`src/rtl/control.sv`:
```
// RV32I main decoder: combinational decode of i_Instr, registered outputs (1-cycle latency).
// Optional CONTROL_ILLEGAL_EN adds a registered o_Illegal flag for unsupported encodings.
module control (
  input  logic        i_Clk,
  input  logic        i_Rst,
  input  logic [31:0] i_Instr,
  output logic [3:0]  o_ALUctl,
  output logic        o_Branch,
  output logic        o_MemToReg,
  output logic        o_MemWrite,
  output logic        o_ALUsrc,
`ifdef CONTROL_ILLEGAL_EN
  output logic        o_RegWrite,
  output logic        o_Illegal
`else
  output logic        o_RegWrite
`endif
);

  typedef enum logic [3:0] {
    ALU_ADD   = 4'b0000,
    ALU_SUB   = 4'b0001,
    ALU_SLL   = 4'b0010,
    ALU_SLT   = 4'b0011,
    ALU_SLTU  = 4'b0100,
    ALU_XOR   = 4'b0101,
    ALU_SRL   = 4'b0110,
    ALU_SRA   = 4'b0111,
    ALU_OR    = 4'b1000,
    ALU_AND   = 4'b1001,
    ALU_PASSB = 4'b1010
  } alu_op_e;

  typedef enum logic [6:0] {
    OP_R      = 7'b0110011,
    OP_I      = 7'b0010011,
    OP_LOAD   = 7'b0000011,
    OP_STORE  = 7'b0100011,
    OP_BRANCH = 7'b1100011,
    OP_LUI    = 7'b0110111
  } opcode_e;

  localparam logic [6:0] F7_BASE = 7'b0000000;
  localparam logic [6:0] F7_ALT  = 7'b0100000;

  logic [6:0] opcode;
  logic [2:0] funct3;
  logic [6:0] funct7;

  assign opcode = i_Instr[6:0];
  assign funct3 = i_Instr[14:12];
  assign funct7 = i_Instr[31:25];

  // Register/immediate fields are consumed by the datapath, not here.
  logic unused_fields;
  assign unused_fields = ^{i_Instr[24:15], i_Instr[11:7]};

  alu_op_e    alu_d;
  logic       branch_d, memtoreg_d, memwrite_d, alusrc_d, regwrite_d, illegal_d;

  // Shared funct3 -> ALU mapping for R-type and I-type arithmetic.
  function automatic alu_op_e base_op(input logic [2:0] f3);
    case (f3)
      3'b000:  base_op = ALU_ADD;
      3'b001:  base_op = ALU_SLL;
      3'b010:  base_op = ALU_SLT;
      3'b011:  base_op = ALU_SLTU;
      3'b100:  base_op = ALU_XOR;
      3'b101:  base_op = ALU_SRL;
      3'b110:  base_op = ALU_OR;
      default: base_op = ALU_AND;
    endcase
  endfunction

  always_comb begin
    alu_d      = ALU_ADD;
    branch_d   = 1'b0;
    memtoreg_d = 1'b0;
    memwrite_d = 1'b0;
    alusrc_d   = 1'b0;
    regwrite_d = 1'b0;
    illegal_d  = 1'b0;

    case (opcode)
      OP_R: begin
        regwrite_d = 1'b1;
        if (funct7 == F7_BASE) begin
          alu_d = base_op(funct3);
        end else if (funct7 == F7_ALT && funct3 == 3'b000) begin
          alu_d = ALU_SUB;
        end else if (funct7 == F7_ALT && funct3 == 3'b101) begin
          alu_d = ALU_SRA;
        end else begin
          illegal_d = 1'b1;
        end
      end
      OP_I: begin
        regwrite_d = 1'b1;
        alusrc_d   = 1'b1;
        alu_d      = base_op(funct3);
        if (funct3 == 3'b001 && funct7 != F7_BASE) begin
          illegal_d = 1'b1;
        end else if (funct3 == 3'b101) begin
          if (funct7 == F7_ALT)       alu_d = ALU_SRA;
          else if (funct7 != F7_BASE) illegal_d = 1'b1;
        end
      end
      OP_LOAD: begin
        regwrite_d = 1'b1;
        alusrc_d   = 1'b1;
        memtoreg_d = 1'b1;
        if (funct3 == 3'b011 || funct3 == 3'b110 || funct3 == 3'b111) illegal_d = 1'b1;
      end
      OP_STORE: begin
        memwrite_d = 1'b1;
        alusrc_d   = 1'b1;
        if (funct3[2] || funct3 == 3'b011) illegal_d = 1'b1;
      end
      OP_BRANCH: begin
        branch_d = 1'b1;
        case (funct3[2:1])
          2'b00:   alu_d = ALU_SUB;
          2'b10:   alu_d = ALU_SLT;
          2'b11:   alu_d = ALU_SLTU;
          default: illegal_d = 1'b1;
        endcase
      end
      OP_LUI: begin
        regwrite_d = 1'b1;
        alusrc_d   = 1'b1;
        alu_d      = ALU_PASSB;
      end
      default: illegal_d = 1'b1;
    endcase

    // Illegal encodings collapse to a NOP so no architectural state is written.
    if (illegal_d) begin
      alu_d      = ALU_ADD;
      branch_d   = 1'b0;
      memtoreg_d = 1'b0;
      memwrite_d = 1'b0;
      alusrc_d   = 1'b0;
      regwrite_d = 1'b0;
    end
  end

  always_ff @(posedge i_Clk or posedge i_Rst) begin
    if (i_Rst) begin
      o_ALUctl   <= '0;
      o_Branch   <= 1'b0;
      o_MemToReg <= 1'b0;
      o_MemWrite <= 1'b0;
      o_ALUsrc   <= 1'b0;
      o_RegWrite <= 1'b0;
    end else begin
      o_ALUctl   <= alu_d;
      o_Branch   <= branch_d;
      o_MemToReg <= memtoreg_d;
      o_MemWrite <= memwrite_d;
      o_ALUsrc   <= alusrc_d;
      o_RegWrite <= regwrite_d;
    end
  end

`ifdef CONTROL_ILLEGAL_EN
  always_ff @(posedge i_Clk or posedge i_Rst) begin
    if (i_Rst) o_Illegal <= 1'b0;
    else       o_Illegal <= illegal_d;
  end
`endif

endmodule

```
`config.mk`:
```
export PLATFORM = sky130hd
export DESIGN_NAME = control
export DESIGN_NICKNAME = d
export VERILOG_FILES = /design/src/rtl/control.sv
export SDC_FILE = /design/constraint.sdc
export NUM_CORES = 1
export LEC_CHECK = 0
export CAP_MARGIN = 0
export CORE_MARGIN = 2
export CORE_UTILIZATION = 38
export CTS_CLUSTER_DIAMETER = 120
export DETAILED_ROUTE_END_ITERATION = 10
export PLACE_DENSITY = 0.79
export SYNTH_ARGS = -nofsm -noshare
export SYNTH_HDL_FRONTEND = slang
export SYNTH_SLANG_ARGS = --single-unit
```
`constraint.sdc`:
```
create_clock -name i_Clk -period 0.8 [get_ports i_Clk]
set_input_delay 0.16 -clock i_Clk [delete_from_list [all_inputs] [get_ports i_Clk]]
set_output_delay 0.16 -clock i_Clk [all_outputs]
set_load 0.01 [all_outputs]
```
==> out/metrics.cfg, run 1 <==
[pwr]
peakVddDrop_v=0.000946
switchingPower_w=0.000480
p_leak_nw=0.755
power-per-cell-area_mw_per_mm2=870
internal-power_w=0.000986
p_clk_frac=0.250
p_sw_frac=0.328
comb_power_share=0.439
seqPwrFrac=0.311

[detailed_routing]
dr.max_layer_used=met4
met3_length_um=210
wl_met2_um=2110
drtPass1Iterations=4
drc=0
routed_wl_um=4100
vias=1156
viasPerCell=5.84
wl_met1_um=1470
routedWlPerCell_um=20.7
ant_nets=0
drt_iter0_drc=41

[yosys]
synth_area_um2=791
yosysTopAreaCell=dfrtp_1
syn_area_per_cell_um2=8.24
ys_ff_latch=9
ys_top_cells_by_area=dfrtp_1 (28%), nor4_2 (7.9%), nand2b_1 (5.5%), nand2_1 (5.2%), nor2_1 (5.2%)
ys_warn_count=0
synthFlopType=dfrtp_1
synth_cell_type_count=43
async_flop_share=1.00
ys_seq_area_frac=0.285
synth_edf_count=0
yosysTopAreaCellShare=0.285
syn-num-nets=130
syn-instance-count=96

[floorplanning]
rows=16
die_x_um=49.6
core_area_mm2=0.00196
ioPinCount=43
dieHeight_um=49.6
start_util=0.403
die_area_mm2=0.00246

[layout]
insertedDiodeCount=0
syn2layout_area_growth_pct=113
drive_gt1_frac=0.667
utilization=0.859
layout.nets=206

[global_route]
track_usage=0.275
grt_first_pass_wirelength_um=5200
grt_max_degree=10
grt_pass1_vias=1142
gr-total-overflow=0
antenna_found_initial=0

[timing]
worstMarginPinSlew_ns=0.371
hold_violations=0
post-route-min-period_ns=1.25
fmax_mhz=802
setup_ws_ns=-0.447
final.period_utilization=1.56
drv_slew=0
rsz0062_at_grt=yes
finalSetupViolCount=18
slew_headroom=0.752

[worst_setup_path]
cpMaxStageDelayCell=nor4_4
cpPeakStageDelay_ns=0.25
worst-endpoint-required_ns=0.95
crit_fanout=5
criticalPathCategory=in2reg
end_kind=flip-flop
start_kind=input port
path_cells=buf_8, xor2_2, o2111ai_1, and3_4, a21oi_4, buf_6, nor4_4
cp_data_arrival_time_ns=1.40

[clock_tree]
cts_tree=built
path_clk_slew_ns=0.07
postCtsHoldBufs=0
htree_levels=1
clockRootBuffer=clkbuf_4
cts_buffers=3
cts_max_path_buffers=2
cts_num_sinks=9

[outcome]
outcome=finished with violations
violations=setup timing

[place]
gp_congestion=0.854
portBuffers=27
dp_hpwl_um=1950
preCtsSetupSlack_ns=-1.02

[flow_run]
maxCapViolCount=0

[hold_path]
hold_class=in2async

==> kinds of logic after synthesis <==
family                    Yosys count  synth area share
AOI/OAI and AO/OA                  22             0.218
and+or+nand+nor                    51             0.392
DFF                                 9             0.285
xor gates and xnor gates            3            0.0332
buffers and inverters              11            0.0712
==> state kept, by name, indices dropped and copies added, names as in the netlist <==
signal / count
o_ALUctl: 4
o_ALUsrc: 1
o_Branch: 1
o_MemToReg: 1
o_MemWrite: 1
o_RegWrite: 1
==> cell type report <==
| class | count | area, um^2 |
|---|---|---|
| tap | 27 | 33.8 |
| sequential | 9 | 225 |
| inverter | 3 | 16.3 |
| timing repair buffer | 79 | 673 |
| clock buffer | 4 | 26.3 |
| fill | 111 | 277 |
| multi-input combinational | 76 | 711 |
==> worst max-delay path by stage <==
| stage | start | slack, ns | endpoint | depth (start not counted) |
|---|---|---|---|---|
| finish | i_Instr[12] | -0.45 | o_RegWrite | 7 |
| global route | i_Instr[12] | -0.45 | o_RegWrite | 7 |
| CTS | i_Instr[14] | -0.42 | o_ALUsrc | 7 |
| detailed placement | i_Instr[14] | -1.02 | o_ALUsrc | 7 |
| global placement | i_Instr[14] | -1.01 | o_ALUsrc | 7 |
| floorplan | i_Instr[12] | -0.44 | o_ALUctl[1] | 6 |
==> cell usage after synthesis, drive strengths merged, types with 2 or more instances <==
master,number
o21ai,4
inv,3
clkbuf,2
nand2,11
dfrtp,9
nor2,12
and3,2
buf,6
or2,3
xor2,2
nand2b,7
nand3,2
a31o,2
a21oi,4
a32oi,2
nor3,2
nor4,5
o2111ai,2
==> critical path, delay by kind of cell <==
kind / cells / cell delay (ns)
buffers and inverters: 2 / 0.26
AO/OA/AOI/OAI: 2 / 0.32
XOR/XNOR: 1 / 0.18
AND/OR/NAND/NOR: 2 / 0.49
==> power by group through the flow <==
stage	Sequential [W]	Clock, W	Combinational (W)
floorplan	0.000466	0	0.000228
global placement	0.000465	0	0.000442
detailed placement	0.000465	0	0.000452
CTS	0.000456	0.000361	0.000514
global route	0.000456	0.000405	0.000674
finish	0.000456	0.000367	0.000643
==> repair_timing <==
item	in CTS	in global routing
endpoints found under the setup margin	18	18
buffers inserted	15	9
pin swaps	26	26
gates resized for setup	104	55
==> per-stage QoR <==
stage	hold WS, ns	setup TNS, ns	total power (W)	area [um^2]	std cells
after global placement	0.428	-10.13	0.000907	1340	172
after detailed placement	0.447	-10.28	0.000917	1340	172
final	0.171	-3.81	0.00147	1690	198
after global routing	0.239	-4.41	0.00153	1690	198
after CTS	0.163	-4.00	0.00133	1510	190
after floorplan	-0.0121	-3.18	0.000693	895	96
==> cells in the final DEF, fill, tap and decap left out, types with 2 or more instances in the layout <==
| cell | n |
|---|---|
| nor4_4 | 3 |
| clkbuf_4 | 3 |
| dfrtp_1 | 9 |
| buf_4 | 33 |
| nand2b_1 | 5 |
| nor2_4 | 5 |
| buf_8 | 2 |
| o21ai_1 | 3 |
| a21oi_2 | 2 |
| nand2_1 | 10 |
| clkbuf_2 | 4 |
| or2_4 | 2 |
| buf_6 | 23 |
| dlygate4sd2_1 | 3 |
| inv_1 | 2 |
| nand2b_4 | 2 |
| nor2_1 | 6 |
| nor4_2 | 2 |
| buf_2 | 12 |
==> metal layers <==
layer	up-vias	global-route usage
met5	-	0
met4	0	0.139
met3	27	0.0424
met2	71	0.467
met1	560	0.335
li1	498	-
No activity file was read; power rests on OpenSTA's default activity.
==> run 2, diff against run 1 <==
--- a/config.mk
+++ b/config.mk
@@ -5,12 +5,13 @@
 export SDC_FILE = /design/constraint.sdc
 export NUM_CORES = 1
 export LEC_CHECK = 0
-export CAP_MARGIN = 0
+export CAP_MARGIN = 10
 export CORE_MARGIN = 2
 export CORE_UTILIZATION = 38
 export CTS_CLUSTER_DIAMETER = 120
 export DETAILED_ROUTE_END_ITERATION = 10
-export PLACE_DENSITY = 0.79
+export GPL_TIMING_DRIVEN = 0
+export PLACE_DENSITY_LB_ADDON = 0.15
 export SYNTH_ARGS = -nofsm -noshare
 export SYNTH_HDL_FRONTEND = slang
 export SYNTH_SLANG_ARGS = --single-unit
==> out/metrics.cfg, run 2 (synthesized netlist as in run 1, its figures left out) <==
[detailed_routing]
met3_length_um=107  ; -49%
drt_iter0_drc=21  ; -49%
wl_met2_um=1290  ; -39%
routedWlPerCell_um=14.6  ; -29%
vias=899  ; -22%
dr.max_layer_used=met4
drc=0  ; unchanged
viasPerCell=5.32  ; -8.9%
routed_wl_um=2470  ; -40%
wl_met1_um=1020  ; -31%
ant_nets=0  ; unchanged
drtPass1Iterations=6  ; +2

[global_route]
grt_pass1_vias=900  ; -21%
gr-total-overflow=0  ; unchanged
grt_first_pass_wirelength_um=4030  ; -22%
antenna_found_initial=0  ; unchanged
grt_max_degree=11  ; +1
track_usage=0.210  ; -0.0652

[layout]
top_register=o_ALUctl
syn2layout_area_growth_pct=80.2
n_fill_cell=158  ; +42%
layout.nets=177  ; -14%
layout_common_cells=buf_4 (16), buf_2 (13), buf_6 (11)
seq_area_um2=225  ; unchanged
mostFrequentLayoutCell=buf_4
multi_input_area_um2=708  ; -0.35%
drive_gt1_frac=0.606  ; -0.0610
insertedDiodeCount=0  ; unchanged
largest_reg_flops=4  ; unchanged

[clock_tree]
cts_max_path_buffers=2  ; unchanged
postCtsHoldBufs=0  ; unchanged
cts_buffers=3  ; unchanged
clockRootBuffer=clkbuf_4
cts_num_sinks=9  ; unchanged
path_clk_slew_ns=0.06  ; about the same
htree_levels=1  ; unchanged
cts_tree=built

[timing]
rsz0062_at_grt=yes
drv_slew=0  ; unchanged
setup_ws_ns=-0.372  ; +0.0750 ns
slew_headroom=0.771  ; +0.0187
post-route-min-period_ns=1.17  ; -0.0750 ns
worstMarginPinSlew_ns=0.343  ; -0.0277 ns
tns_ns=-3.48  ; +0.329 ns
hold_violations=0  ; unchanged
fmax_mhz=853  ; +6.4%
hold_ws_ns=0.108  ; -0.0634 ns
finalSetupViolCount=18  ; unchanged
final.period_utilization=1.46  ; -0.0938

[worst_setup_path]
start_kind=input port
criticalPathCategory=in2reg
worst-endpoint-required_ns=0.96  ; about the same
cp_data_arrival_time_ns=1.33  ; -0.07 ns
end_kind=flip-flop
crit_fanout=5  ; unchanged

[floorplanning]
ioPinCount=43  ; unchanged
core_area_mm2=0.00196  ; unchanged
die_x_um=49.6  ; unchanged
dieHeight_um=49.6  ; unchanged
start_util=0.403  ; unchanged
rows=16  ; unchanged
die_area_mm2=0.00246  ; unchanged

[hold_path]
hold_class=in2reg

[outcome]
outcome=finished with violations
violations=setup timing

[place]
portBuffers=23  ; -15%
gp_congestion=0.889  ; +4.1%
dp_hpwl_um=1510  ; -22%

[pwr]
peakVddDrop_v=0.000475  ; -50%
p_leak_nw=0.598  ; -21%
power-per-cell-area_mw_per_mm2=899  ; +3.4%

[flow_run]
maxCapViolCount=0  ; unchanged

==> run 2: per-stage QoR <==
step	total power, W	setup slack (ns)	std cells	utilization	cell area, um^2
6_report	0.00128	-0.372	169	0.726	1430
5_1_grt	0.00135	-0.426	169	0.726	1430
4_1_cts	0.00122	-0.414	169	0.684	1340
3_5_place_dp	0.000821	-1.10	146	0.591	1160
3_3_place_gp	0.000816	-1.07	146	0.591	1160
2_1_floorplan	0.000693	-0.437	96	-	895
==> run 2: layer usage <==
layer,up-vias,track usage
li1,436,-
met1,426,0.250
met4,0,0.0880
met5,-,0
met3,6,0.0303
met2,31,0.373
==> run 2: final cells by class <==
type	instances	area share
clock buffer	4	0.0184
sequential	9	0.158
timing repair buffer	44	0.244
tap	27	0.0237
multi-input combinational	76	0.497
inverter	3	0.00790
buffer	6	0.0509
==> run 2: worst max-delay path: stages <==
cell and delay, ns:
buf_8 0.10, or2_4 0.25, a21oi_2 0.11, o21bai_1 0.09, a31o_4 0.27, buf_4 0.15, nor4_4 0.21
==> run 2: path summary, 6_finish.rpt <==
kind,cells after the start,end,from,slack (ns)
worst min-delay path,2,o_MemWrite,i_Instr[6],0.11
worst max-delay path,7,o_ALUsrc,i_Instr[14],-0.37
max in group asynchronous,2,o_MemToReg,i_Rst,0.42
min in group asynchronous,2,o_ALUctl[3],i_Rst,0.14
==> run 2: power breakdown <==
part / switching [W] / total (W) / leakage (nW) / internal [W]
sequential: 0.000000220 / 0.000457 / 0.126 / 0.000456
combinational: 0.000237 / 0.000481 / 0.458 / 0.000244
clock: 0.000152 / 0.000344 / 0.0150 / 0.000192
==> run 2: what timing repair did <==
item / 4_1_cts / 5_1_grt
setup buffers: 20 / 1
gates resized for setup: 103 / 19
pin swaps: 31 / 22
setup endpoints to repair: 18 / 18
